### src/rtl/board_sram_reader.sv
// Playfield SRAM reader: per-row fetch in h-blank, double line buffer, pixel lookup.
// Optional grid overlay on empty cells: define BOARD_READER_GRID_EN.
module board_sram_reader #(
  parameter int COLS     = 10,
  parameter int ROWS     = 20,
  parameter int CELL_SH  = 4,
  parameter int ORIGIN_X = 240,
  parameter int ORIGIN_Y = 80
) (
  input  logic        Clk,
  input  logic        Reset_n,
  input  logic [9:0]  DrawX,
  input  logic [9:0]  DrawY,
  output logic        bus_req,
  input  logic        bus_gnt,
  output logic [17:0] sram_addr,
  output logic        sram_rd,
  input  logic [15:0] sram_dq_in,
  output logic [2:0]  pixel_color,
  output logic        in_board,
  output logic        fetch_overrun
);

  localparam int CW = 10 - CELL_SH;
  localparam logic [9:0] X0 = 10'(ORIGIN_X);
  localparam logic [9:0] X1 = 10'(ORIGIN_X + (COLS << CELL_SH));
  localparam logic [9:0] Y0 = 10'(ORIGIN_Y);
  localparam logic [9:0] Y1 = 10'(ORIGIN_Y + (ROWS << CELL_SH));
  localparam logic [4:0] LAST = 5'(COLS - 1);

  typedef enum logic [2:0] {IDLE, REQ, ADDR, SAMP, DONE} state_t;

  state_t      state;
  logic [9:0]  dx_q;
  logic        hb_start;
  logic        hb_end;
  logic [4:0]  col;
  logic [5:0]  row;
  logic        rd_q;
  logic [2:0]  back  [COLS];
  logic [2:0]  front [COLS];

  logic [9:0]    ny;
  logic [9:0]    lyt;
  logic [CW-1:0] ry;
  logic          trig;

  assign hb_start = (DrawX == 10'd640) && (dx_q != 10'd640);
  assign hb_end   = (DrawX == 10'd799) && (dx_q != 10'd799);

  // The row is fetched during the blank just before its first line.
  assign ny   = DrawY + 10'd1;
  assign lyt  = ny - Y0;
  assign ry   = lyt[9:CELL_SH];
  assign trig = (ny >= Y0) && (lyt[CELL_SH-1:0] == '0) &&
                (ry < CW'(ROWS));

  assign sram_rd = rd_q & bus_gnt;

  always_ff @(posedge Clk) begin
    if (!Reset_n) begin
      state         <= IDLE;
      dx_q          <= '0;
      col           <= '0;
      row           <= '0;
      bus_req       <= 1'b0;
      rd_q          <= 1'b0;
      sram_addr     <= '0;
      fetch_overrun <= 1'b0;
      for (int i = 0; i < COLS; i++) begin
        back[i]  <= '0;
        front[i] <= '0;
      end
    end else begin
      dx_q <= DrawX;
      if (hb_end) begin
        for (int i = 0; i < COLS; i++) front[i] <= back[i];
        if (state inside {REQ, ADDR, SAMP}) fetch_overrun <= 1'b1;
        state   <= IDLE;
        bus_req <= 1'b0;
        rd_q    <= 1'b0;
      end else begin
        unique case (state)
          IDLE: if (hb_start && trig) begin
            row     <= 6'(ry);
            col     <= '0;
            bus_req <= 1'b1;
            state   <= REQ;
          end
          REQ: if (bus_gnt) begin
            sram_addr <= {col, row, 7'd0};
            rd_q      <= 1'b1;
            state     <= ADDR;
          end
          ADDR: if (bus_gnt) state <= SAMP;
          SAMP: begin
            if (!bus_gnt) begin
              state <= ADDR;
            end else begin
              for (int i = 0; i < COLS; i++)
                if (col == 5'(i)) back[i] <= sram_dq_in[2:0];
              if (col == LAST) begin
                bus_req <= 1'b0;
                rd_q    <= 1'b0;
                state   <= DONE;
              end else begin
                col       <= col + 5'd1;
                sram_addr <= {col + 5'd1, row, 7'd0};
                state     <= ADDR;
              end
            end
          end
          DONE: ;
          default: state <= IDLE;
        endcase
      end
    end
  end

  logic [9:0]    lx;
  logic [9:0]    ly;
  logic [CW-1:0] cx;
  logic          inb;
  logic [2:0]    cell_v;
  logic [2:0]    pix_c;

  assign lx  = DrawX - X0;
  assign ly  = DrawY - Y0;
  assign cx  = lx[9:CELL_SH];
  assign inb = (DrawX >= X0) && (DrawX < X1) &&
               (DrawY >= Y0) && (DrawY < Y1);

  always_comb begin
    cell_v = '0;
    for (int i = 0; i < COLS; i++)
      if (cx == CW'(i)) cell_v = front[i];
  end

  always_comb begin
    pix_c = inb ? cell_v : 3'd0;
`ifdef BOARD_READER_GRID_EN
    if (inb && cell_v == 3'd0 &&
        (lx[CELL_SH-1:0] == '0 || ly[CELL_SH-1:0] == '0))
      pix_c = 3'd7;
`endif
  end

  always_ff @(posedge Clk) begin
    if (!Reset_n) begin
      pixel_color <= '0;
      in_board    <= 1'b0;
    end else begin
      pixel_color <= pix_c;
      in_board    <= inb;
    end
  end

  logic unused_bits;
  assign unused_bits = ^{sram_dq_in[15:3], ly, lx[CELL_SH-1:0]};

endmodule

### config.mk
export PLATFORM = sky130hd
export DESIGN_NAME = board_sram_reader
export DESIGN_NICKNAME = d
export VERILOG_FILES = /design/src/rtl/board_sram_reader.sv
export SDC_FILE = /design/constraint.sdc
export NUM_CORES = 1
export LEC_CHECK = 0
export CORE_UTILIZATION = 25
export DETAILED_ROUTE_END_ITERATION = 16
export PLACE_DENSITY_LB_ADDON = 0.2
export SKIP_CTS_REPAIR_TIMING = 1
export SYNTH_ARGS = -nofsm -noshare
export SYNTH_HDL_FRONTEND = slang
export SYNTH_SLANG_ARGS = --single-unit
### constraint.sdc
create_clock -name Clk -period 4.1 [get_ports Clk]
set_input_delay 0.615 -clock Clk [delete_from_list [all_inputs] [get_ports Clk]]
set_output_delay 0.615 -clock Clk [all_outputs]
set_load 0.1 [all_outputs]
# ---- Word level (Yosys, flattened, before mapping)
# Memories as Yosys holds them, arrays and structs flattened.
# Cells that the tools add are included.
dict set report totals {
  ff_bits 49
  out_inout_bits 25
  wordCells 216
  n_memories 2
  input_bits 39
  mem_bits_rw 60
}
# memory depth width read_ports rd_ports_with_merged_regs wr line_no
set memory_table {}
lappend memory_table {back 10 3 10 0 10 40} ;# logic [2:0] back [COLS];
lappend memory_table {front 10 3 10 0 10 41} ;# logic [2:0] front [COLS];
dict set report classes {
  order_cmp 6
  bitwise 24
  mux 114
  reduce_logical 24
  n_eq_ne 32
  add_sub_neg 4
}
# op n
set ops {}
lappend ops {{2-to-1 mux 3 bit} 35}
lappend ops {{2-to-1 mux 1 bit} 68}
lappend ops {{2-to-1 mux 18 bit} 3}
lappend ops {{case mux 18 bit (2 select lines)} 1}
lappend ops {{== test 6 x 3 -> 1 bit (second input constant)} 4}
lappend ops {{== test 10 bit (second input constant)} 2}
lappend ops {{== test 5 x 3 -> 1 bit (second input constant)} 4}
lappend ops {{>= comparator 10 x 7 -> 1 bit (second input constant)} 2}
lappend ops {{< comparator 10 x 9 -> 1 bit (second input constant)} 2}
lappend ops {{!= test 10 bit (second input constant)} 2}
lappend ops {{bitwise OR 1 bit} 20}
lappend ops {{2-to-1 mux 5 bit} 3}
lappend ops {{case mux 3 bit (5 select lines)} 1}
lappend ops {{== test 6 x 2 -> 1 bit (second input constant)} 2}
lappend ops {{== test 6 x 4 -> 1 bit (second input constant)} 2}
lappend ops {{AND reduction 4 bit} 3}
lappend ops {{adder 10 x 1 -> 10 bit (second input constant)} 1}
lappend ops {{== test 5 x 2 -> 1 bit (second input constant)} 2}
lappend ops {{== test 5 x 4 -> 1 bit (second input constant)} 2}
lappend ops {{>= comparator 10 x 8 -> 1 bit (second input constant)} 1}
lappend ops {{!= test 2 bit (second input constant)} 5}
lappend ops {{case mux 5 bit (2 select lines)} 1}
lappend ops {{AND reduction 5 bit} 2}
lappend ops {{subtractor 10 x 7 -> 10 bit (second input constant)} 1}
lappend ops {{22 further kinds} 35}

# ---- Longest topological paths before layout
# Gate-level depths: netlist (run 1).
dict set report depth {
  depth_word 12
  mapped_depth 13
  depth_no_buf 11
}

# ---- Worst setup path after synthesis (run 1)
# OpenSTA, ideal clock, no wires.
dict set report synth_timing {
  path_kind {in2reg}
  startpoint {in DrawY[1]}
  endpoint {reg row[3]}
  arrival_ns 2.579
  t_required_ns 3.972
  setup_ns 0.128
  path_stages 13
  path_slack_ns 1.393
  n_path_buf 2
  cell_sequence {and4_1 buf_6 nand2_1 xnor2_1 ha_1 inv_1 o311ai_2 a211oi_1 nor4_4 nand4_4 buf_2 mux2i_1 nor2_1}
}
dict set report synth_between {
  elab_chain_cells 7
  word_cells_on_any_way 9
  classes_between {2 x add/sub; 2 x order compare; 5 x reduce/logical}
}
# item line_no
set synth_lines {}
lappend synth_lines {{start, declared} 13} ;# input logic [9:0] DrawY,
lappend synth_lines {{adder 10 x 1 -> 10 bit *} 52} ;# assign ny = DrawY + 10'd1;
lappend synth_lines {{branches (longest 6 deep; another with subtractor 10 x 7 -> 10 bit)} -}
lappend synth_lines {{end signal, assigned} 85} ;# row <= 6'(ry);
lappend synth_lines {{end, declared} 38} ;# logic [5:0] row;
# Mark *: on every way between the ends.
# A chain may end at the register's enable or synchronous reset.

# ---- Worst setup path after layout (run 1)
dict set report layout_timing {
  startpoint {in DrawY[1]}
  endpoint {reg col[3]}
}
dict set report layout_between {
  elab_chain_cells 8
  word_cells_on_any_way 10
  classes_between {2 x add/sub; 2 x order compare; 1 x eq/ne; 5 x reduce/logical}
}
# item line_no
set layout_lines {}
lappend layout_lines {{adder 10 x 1 -> 10 bit *} 52}
lappend layout_lines {{branches (longest 3 deep; another with subtractor 10 x 7 -> 10 bit)} -}
lappend layout_lines {{logical AND 1 bit *} 55} ;# assign trig = (ny >= Y0) && (lyt[CELL_SH-1:0] == '0) &&
lappend layout_lines {{logical AND 1 bit *} 84} ;# IDLE: if (hb_start && trig) begin
lappend layout_lines {{!= test 2 bit (no source line) *} -}
lappend layout_lines {{AND reduction 5 bit (no source line) *} -}
lappend layout_lines {{end signal, assigned} 107} ;# col <= col + 5'd1;
lappend layout_lines {{end, declared} 37} ;# logic [4:0] col;
# Marked as above.

==> metrics.yaml, run 1 <==
outcome: "finished, final reports clean"
fp.coreArea_mm2: 0.0190
yosys_warnings: 0
crit_type: "input port to flop"
die-area_mm2: 0.0202
grt_max_degree: 57
grt_pass1_vias: 3435
period_share_pct: 79.8
synth_seq_cells: 102
final_common_cell: "nor2_1"
max_stage_delay_ns: 0.48
setup_violations: 0
drc: 0
globalRouteOverflowTotal: 0
finalHoldViolCount: 0
max_cap_violations: 0
setup_tns_ns: 0
drtAntennaViolNets: 0
yosysSeqAreaShare_pct: 53.8
syn2layout_area_growth_pct: 19.0
worst_pin_slew_ns: 0.976
cpMaxStageDelayCell: "clkdlybuf4s50_1"
irDropWorstVdd_uv: 176
crit_chain: "clkdlybuf4s50_1 > and4_1 > nand2_1 > xnor2_1 > ha_1 > inv_1 > o311ai_2 > a211oi_1 > nor4_4 > nand4_4 > and2_4 > o41ai_2"
period_needed_ns: 3.27
firstDrtPassIters: 4
cp-end-kind: "flop"
cp_max_fo: 9
worstRegToRegCells: 6
nets: 552
clk_latency_ns: 0.34
fmax_mhz: 306
required_ns: 4.35
cpLargestDelayFamily: "simple AND/OR/NAND/NOR gates"
fin_area_mm2: 0.00584
p_per_area_mw_per_mm2: 360
cts_buffers: 9
drive_gt1_share_pct: 7.83
die_y_um: 142
placed_cell_area_mm2: 0.00555
min_path_cells: 2
hp-start: "row[4]"
top_layer: "met4"
avgSynthCellArea_um2: 10.3
wirelength_um: 11100
diodes: 0
wl_per_cell_um: 14.5
drtIter0Drc: 243
pre_cts_ws_ns: 0.462
rows: 50
die_w_um: 142
timing.rr.end: "state[0]"
htree_num_levels: 3
synth_area_mm2: 0.00491
start_util_pct: 25.9
grt_first_pass_wirelength_um: 18100
r2r_slack_ns: 1.80
setup_ws_ns: 0.830
p_leak_nw: 2.13
whs_ns: 0.462
netlist_instances: 475
drt-met1-wl_um: 5290
layout_common_cells: "62 x nor2_1, 60 x edfxtp_1, 42 x dfxtp_1, 42 x clkdlybuf4s50_1, 39 x and3_1"
finalClockSkew_ns: 0.00512
synth_enable_flop_cells: 60
relSlewSlack_pct: 34.8
cts.path.max_buffers: 2
cts.sinks: 102
hold_end: "row[4]"
cts_tree: "built"
crit_buf_inv: 2
wl_met3_um: 483
gr-usage-all-layers_pct: 11.6
vias: 3527
dpl.hpwl_um: 8020
min_path_type: "flop to flop"
clk_pin_slew_ns: 0.06
yosys_most_used_dff: "edfxtp_1"
via_per_inst: 4.57
async_reset_ff_share_pct: 0
timing.rr.start: "dx_q[7]"
top_level_ports: 64
startpoint_type: "input port"
portBuffers: 43
slew_viol_final: 0
gp_congestion: 0.804
antenna_found_initial: 0
dr_wl_met2_um: 5190
clock-root-buffer: "clkbuf_16"
rsz0062_at_grt: "false"
cp.arrival_ns: 3.52
synth_cell_types: 63
[cell usage after synthesis (3+ instances only)]
cell | number | area share, %
nor2_1 | 62 | 4.7
a21oi_1 | 12 | 1.2
ha_1 | 7 | 1.8
nand2b_1 | 7 | 0.89
clkbuf_1 | 16 | 1.2
dfxtp_1 | 42 | 17
nor4b_1 | 3 | 0.53
nand2_1 | 34 | 2.6
edfxtp_1 | 60 | 37
inv_1 | 15 | 1.1
nand3_1 | 12 | 1.2
buf_2 | 8 | 0.82
nor3_1 | 6 | 0.61
buf_4 | 9 | 1.4
nand4_1 | 9 | 1.1
nor4_1 | 3 | 0.38
a211oi_1 | 8 | 1.2
mux2i_1 | 13 | 2.6
a22oi_1 | 3 | 0.46
o2111ai_1 | 3 | 0.53
xnor2_1 | 7 | 1.2
o21ai_0 | 24 | 2.4
o21ai_1 | 5 | 0.51
and3_1 | 39 | 5.0
o41ai_2 | 3 | 0.99
nor2b_1 | 3 | 0.38
clkbuf_2 | 3 | 0.31
and2_1 | 9 | 1.1
mux2_2 | 4 | 0.92
[per-layer routing]
metal  up-vias  GRT usage [%]
li1       1773              -
met3        14           2.76
met1      1662           15.1
met2        78           18.8
met5         -              0
met4         0           3.90
[sequential cells by signal (all words and copies together) (netlist names)]
signal         count
back              30
front             30
sram_addr         11
dx_q              10
row                6
col                5
pixel_color        3
state              3
bus_req            1
fetch_overrun      1
in_board           1
rd_q               1
[metrics by stage]
step	util [%]	instances	power, mW
3_5_place_dp	29.3	755	1.30
5_1_grt	30.8	771	2.19
3_3_place_gp	29.3	755	1.30
2_1_floorplan	-	481	1.25
6_report	30.8	771	2.10
4_1_cts	30.8	771	2.14
[cells by family after synthesis]
family                     count (synthesis)  share of synthesized area (%)
muxes                                     17                           3.57
adders and majority gates                  7                           1.78
other                                      1                         0.0763
and+or+nand+nor                          206                           22.6
buffers and inverters                     53                           5.17
DFF                                      102                           53.8
xor gates and xnor gates                   9                           1.60
AOI/OAI and AO/OA                         80                           11.4
[worst reg2reg max path: cells and delay by family, from the launching register on]
family          cells  cell delay [ns]
compound gates      1             0.15
buf+inv             1             0.51
flops               1             0.30
simple gates        4             1.24
[worst max-delay path by stage]
stage	to	slack [ns]	cells after the start	from
finish	col[3]	0.83	12	DrawY[1]
global route	col[3]	0.62	12	DrawY[0]
CTS	col[3]	0.81	12	DrawY[1]
detailed placement	col[3]	0.46	12	DrawY[1]
global placement	col[3]	0.47	12	DrawY[1]
floorplan	row[3]	1.39	13	DrawY[1]
[layout make-up]
| type | instances | area (um^2) |
|---|---|---|
| repair buffers | 51 | 488 |
| inverters | 16 | 60.1 |
| well taps | 260 | 325 |
| fillers | 1951 | 13100 |
| flip-flops and latches | 102 | 2640 |
| clock inverters | 7 | 63.8 |
| multi-input cells | 326 | 2040 |
| clock buffers | 9 | 225 |
[power by group]
part / leakage (nW) / internal, mW / switching [mW]
Sequential: 0.952 / 1.11 / 0.00919
Combinational: 1.03 / 0.0519 / 0.108
Clock: 0.142 / 0.469 / 0.358
Note: power is estimated with default switching activity, not from simulation.
==> run 2, diff against run 1 <==
- clock period: 4.1 -> 3.1 ns (I/O delays scaled with it)
==> metrics.yaml, run 2 (same netlist as run 1, synthesis figures left out) <==
clk_pin_slew_ns: 0.07  # was 0.06 ns
drtAntennaViolNets: 0  # unchanged
diodes: 0  # unchanged
switching_share_pct: 22.6  # about the same
power.share.sequential_pct: 50.9  # was 53.1%
vias: 3612  # was 3527
globalRouteOverflowTotal: 0  # unchanged
crit_buf_inv: 2  # unchanged
die-area_mm2: 0.0202  # unchanged
clock-root-buffer: "clkbuf_16"  # unchanged
p_clk_share_pct: 41.0  # was 39.3%
rows: 50  # unchanged
layout_common_cells: "62 x nor2_1, 60 x edfxtp_1, 47 x buf_4"  # was 62 x nor2_1, 60 x edfxtp_1, 42 x dfxtp_1, 42 x clkdlybuf4s50_1, 39 x and3_1
grt_first_pass_wirelength_um: 18100  # about the same
cp-end-kind: "flop"  # unchanged
wirelength_um: 11300  # was 11100 um
cpLargestDelayFamily: "simple AND/OR/NAND/NOR gates"  # unchanged
rsz0062_at_grt: "false"  # unchanged
cts_buffers: 9  # unchanged
grt_max_degree: 57  # unchanged
slew_viol_final: 0  # unchanged
nets: 574  # was 552
required_ns: 3.36  # was 4.35 ns
whs_ns: 0.463  # was 0.462 ns
worst_pin_slew_ns: 0.961  # was 0.976 ns
fp.coreArea_mm2: 0.0190  # unchanged
fin_area_mm2: 0.00601  # was 0.00584 mm^2
outcome: "finished, final reports clean"  # unchanged
grt_pass1_vias: 3466  # was 3435
finalHoldViolCount: 0  # unchanged
drive_gt1_share_pct: 15.4  # was 7.83%
syn2layout_area_growth_pct: 22.4  # was 19.0%
finalClockSkew_ns: 0.0114  # was 0.00512 ns
final_common_cell: "nor2_1"  # unchanged
period_needed_ns: 2.84
wl_per_cell_um: 14.2  # was 14.5 um
fmax_mhz: 352
cp.arrival_ns: 3.10  # was 3.52 ns
final_core_util_pct: 31.7  # was 30.8%
placed_cell_area_mm2: 0.00569  # was 0.00555 mm^2
cts_tree: "built"  # unchanged
min_path_type: "flop to flop"  # unchanged
p_per_area_mw_per_mm2: 483  # was 360 mW/mm^2
fillers: 1926  # was 1951
via_per_inst: 4.55  # was 4.57
cp_max_fo: 5  # was 9
irDropWorstVdd_uv: 243  # was 176 uV
max_stage_delay_ns: 0.48  # about the same
antenna_found_initial: 0  # unchanged
portBuffers: 43  # unchanged
top_level_ports: 64  # unchanged
intPower_mw: 2.24  # was 1.63 mW
power_switching_uw: 657  # was 475 uW
cts.path.max_buffers: 2  # unchanged
relSlewSlack_pct: 35.4  # was 34.8%
drtIter0Drc: 217  # was 243
dpl.hpwl_um: 8390  # was 8020 um
crit_chain: "clkdlybuf4s50_1 > and4_1 > nand2_1 > xnor2_1 > ha_1 > inv_1 > o311ai_2 > a211oi_1 > nor4_4 > nand4_4 > and2_4 > o41ai_2"  # unchanged
combPwrFrac_pct: 8.1  # was 7.6%
firstDrtPassIters: 5  # was 4
drc: 0  # unchanged
p_leak_nw: 2.29  # was 2.13 nW
gp_congestion: 0.862  # was 0.804
reg_top3: "back (30), front (30), sram_addr (11)"  # unchanged
cpMaxStageDelayCell: "clkdlybuf4s50_1"  # unchanged
pre_cts_ws_ns: -0.103  # was 0.462 ns
clk_latency_ns: 0.35  # was 0.34 ns
die_y_um: 142  # unchanged
period_share_pct: 91.5
htree_num_levels: 3  # unchanged
setup_ws_ns: 0.263  # was 0.830 ns
crit_type: "input port to flop"  # unchanged
gr-usage-all-layers_pct: 11.6  # about the same
start_util_pct: 25.9  # unchanged
cts.sinks: 102  # unchanged
startpoint_type: "input port"  # unchanged
die_w_um: 142  # unchanged
max_cap_violations: 0  # unchanged
setup_violations: 0  # unchanged
[run 2: area by class of cell]
cell class	instances	area [um^2]	share of cell area (%)
inverters	16	60.1	0.999
multi-input cells	326	2040	33.9
well taps	260	325	5.41
repair buffers	73	623	10.4
clock inverters	2	15.0	0.250
clock buffers	14	308	5.12
flip-flops and latches	102	2640	44.0
[run 2: metal layers]
metal / vias up / GRT usage (%) / wire length (um)
li1: 1822 / - / -
met1: 1710 / 15.4 / 5510
met3: 20 / 2.36 / 392
met4: 0 / 5.26 / 244
met5: - / 0 / 0
met2: 60 / 18.2 / 5130
[run 2: power groups by stage]
stage	combinational, mW	clock [mW]	sequential [mW]
floorplan	0.146	0	1.50
global placement	0.232	0	1.51
detailed placement	0.235	0	1.51
CTS	0.236	1.22	1.48
global route	0.255	1.26	1.48
finish	0.234	1.19	1.48
[run 2: worst paths after layout]
kind | from | to | slack (ns) | cells after the start
worst max-delay path | DrawY[2] | col[2] | 0.26 | 12
worst min-delay path | row[1] | row[1] | 0.46 | 2
worst max register to register | dx_q[7] | sram_addr[14] | 0.81 | 7
worst min register to register | row[1] | row[1] | 0.46 | 2
[run 2: per-stage QoR]
stage | setup TNS (ns) | power, mW | cells
after floorplan | 0 | 1.65 | 481
after global placement | -0.373 | 1.74 | 777
after detailed placement | -0.566 | 1.74 | 777
after CTS | 0 | 2.93 | 793
after global routing | 0 | 3.00 | 793
final | 0 | 2.90 | 793
[run 2: worst register-to-register path, stage by stage (launching register included)]
cell and delay (ns):
dfxtp_1 0.31, nand4b_1 0.15, nor2_1 0.14, a31oi_2 0.18, buf_4 0.22, nor4_4 0.84, nor2_1 0.09, a311oi_1 0.28
==> run 3, diff against run 2 <==
- PLACE_DENSITY: unset -> 0.42
- PLACE_DENSITY_LB_ADDON: 0.2 -> unset
==> metrics.yaml, run 3 (same netlist as run 1, synthesis figures left out) <==
outcome: "finished, final reports clean"  # unchanged
combPwrFrac_pct: 8.3  # was 8.1%
hold_end: "bus_req"  # was row[1]
nets: 574  # unchanged
min_path_type: "flop to flop"  # unchanged
r2r_slack_ns: 0.81  # about the same
clk_latency_ns: 0.35  # about the same
rows: 50  # unchanged
dpl.hpwl_um: 8830  # was 8390 um
finalClockSkew_ns: 0.00992  # was 0.0114 ns
fmax_mhz: 343  # was 352 MHz
placed_cells: 777  # unchanged
clock-root-buffer: "clkbuf_16"  # unchanged
cts_buffers: 9  # unchanged
fillers: 1995  # was 1926
period_share_pct: 94.0  # was 91.5%
grt_first_pass_wirelength_um: 19500  # was 18100 um
timing.rr.start: "dx_q[3]"  # was dx_q[7]
drtIter0Drc: 249  # was 217
reg_top3: "back (30), front (30), sram_addr (11)"  # unchanged
relSlewSlack_pct: 33.0  # was 35.4%
cp-end-kind: "flop"  # unchanged
diodes: 0  # unchanged
setup_violations: 0  # unchanged
cts_tree: "built"  # unchanged
crit_buf_inv: 2  # unchanged
gp_congestion: 0.798  # was 0.862
whs_ns: 0.462  # was 0.463 ns
cp_max_fo: 5  # unchanged
fin_area_mm2: 0.00597  # was 0.00601 mm^2
clk_pin_slew_ns: 0.07  # about the same
fp.coreArea_mm2: 0.0190  # unchanged
gr-usage-all-layers_pct: 12.6  # was 11.6%
cts.path.max_buffers: 2  # unchanged
min_path_cells: 2  # unchanged
irDropWorstVdd_uv: 299  # was 243 uV
drive_gt1_share_pct: 15.4  # unchanged
fin_cells: 793  # unchanged
portBuffers: 43  # unchanged
globalRouteOverflowTotal: 0  # unchanged
cp.arrival_ns: 3.16  # was 3.10 ns
power.total_mw: 2.83  # was 2.90 mW
power.share.sequential_pct: 52.2  # was 50.9%
firstDrtPassIters: 4  # was 5
die-area_mm2: 0.0202  # unchanged
syn2layout_area_growth_pct: 21.6  # was 22.4%
critPathLaunch: "DrawY[1]"  # was DrawY[2]
wl_per_cell_um: 15.3  # was 14.2 um
power_switching_uw: 690  # was 657 uW
drtAntennaViolNets: 0  # unchanged
vias: 3609  # was 3612
final_common_cell: "nor2_1"  # unchanged
placed_cell_area_mm2: 0.00569  # unchanged
worstRegToRegCells: 7  # unchanged
crit_type: "input port to flop"  # unchanged
via_per_inst: 4.55  # about the same
period_needed_ns: 2.91  # was 2.84 ns
p_leak_nw: 2.28  # was 2.29 nW
start_util_pct: 25.9  # unchanged
max_cap_violations: 0  # unchanged
p_clk_share_pct: 39.5  # was 41.0%
drc: 0  # unchanged
top_level_ports: 64  # unchanged
antenna_found_initial: 0  # unchanged
hp-start: "bus_req"  # was row[1]
wirelength_um: 12100  # was 11300 um
worst_pin_slew_ns: 0.998  # was 0.961 ns
layout_common_cells: "62 x nor2_1, 60 x edfxtp_1, 47 x buf_4"  # unchanged
finalHoldViolCount: 0  # unchanged
die_w_um: 142  # unchanged
switching_share_pct: 24.4  # was 22.6%
die_y_um: 142  # unchanged
setup_tns_ns: 0  # unchanged
intPower_mw: 2.14  # was 2.24 mW
crit_chain: "clkdlybuf4s50_1 > and4_1 > nand2_1 > xnor2_1 > ha_1 > inv_1 > o311ai_2 > a211oi_1 > nor4_4 > nand4_4 > and2_4 > o41ai_2"  # unchanged
grt_pass1_vias: 3577  # was 3466
max_stage_delay_ns: 0.48  # about the same
startpoint_type: "input port"  # unchanged
cts.sinks: 102  # unchanged
grt_max_degree: 57  # unchanged
required_ns: 3.35  # was 3.36 ns
p_per_area_mw_per_mm2: 474  # was 483 mW/mm^2
cpLargestDelayFamily: "simple AND/OR/NAND/NOR gates"  # unchanged
timing.rr.end: "sram_addr[14]"  # unchanged
cpMaxStageDelayCell: "clkdlybuf4s50_1"  # unchanged
slew_viol_final: 0  # unchanged
htree_num_levels: 3  # unchanged
rsz0062_at_grt: "false"  # unchanged
-- run 3: changes by cell type in the layout (fill, tap and decap cells not counted), sizes merged --
cell    before  now
bufinv       0    1
inv         18   21
clkinv       0    1
clkbuf      14    9
-- run 3: stage by stage --
step	utilization [%]	setup slack (ns)
floorplan	-	0.543
global placement	30.0	-0.106
detailed placement	30.0	-0.145
CTS	31.5	0.192
global route	31.5	0.00528
finish	31.5	0.187
-- run 3: layout make-up --
class / count / area (um^2) / area share (%)
Clock inverter: 7 / 58.8 / 0.984
Timing Repair Buffer: 73 / 623 / 10.4
Sequential cell: 102 / 2640 / 44.2
Inverter: 16 / 60.1 / 1.01
Tap cell: 260 / 325 / 5.45
Clock buffer: 9 / 225 / 3.77
Multi-Input combinational cell: 326 / 2040 / 34.1
-- run 3: power by group through the flow --
stage | Sequential, mW | Combinational (mW) | Clock [mW]
floorplan | 1.50 | 0.146 | 0
global placement | 1.51 | 0.235 | 0
detailed placement | 1.51 | 0.238 | 0
CTS | 1.48 | 0.239 | 1.16
global route | 1.48 | 0.255 | 1.21
finish | 1.48 | 0.236 | 1.12
-- run 3: worst max path at each step --
stage / slack, ns / depth (start not counted) / to
after floorplan: 0.54 / 13 / row[3]
after global placement: -0.11 / 12 / col[3]
after detailed placement: -0.14 / 12 / col[4]
after CTS: 0.19 / 12 / col[4]
after global routing: 0.005 / 12 / col[4]
final: 0.19 / 12 / col[4]
-- run 3: worst register-to-register path, stage by stage, from the launching register on --
cell and delay (ns):
dfxtp_1 0.33, nand3_1 0.12, nor2_1 0.15, a31oi_2 0.16, buf_4 0.21, nor4_4 0.87
nor2_1 0.09, a311oi_1 0.28
-- run 3: per-layer routing --
| layer | GRT usage, % | part of all wire [%] | up-vias |
|---|---|---|---|
| met3 | 2.59 | 3.1 | 9 |
| li1 | - | - | 1819 |
| met2 | 20.0 | 45 | 56 |
| met4 | 3.74 | 1.0 | 0 |
| met5 | 0 | 0 | - |
| met1 | 17.1 | 50 | 1725 |
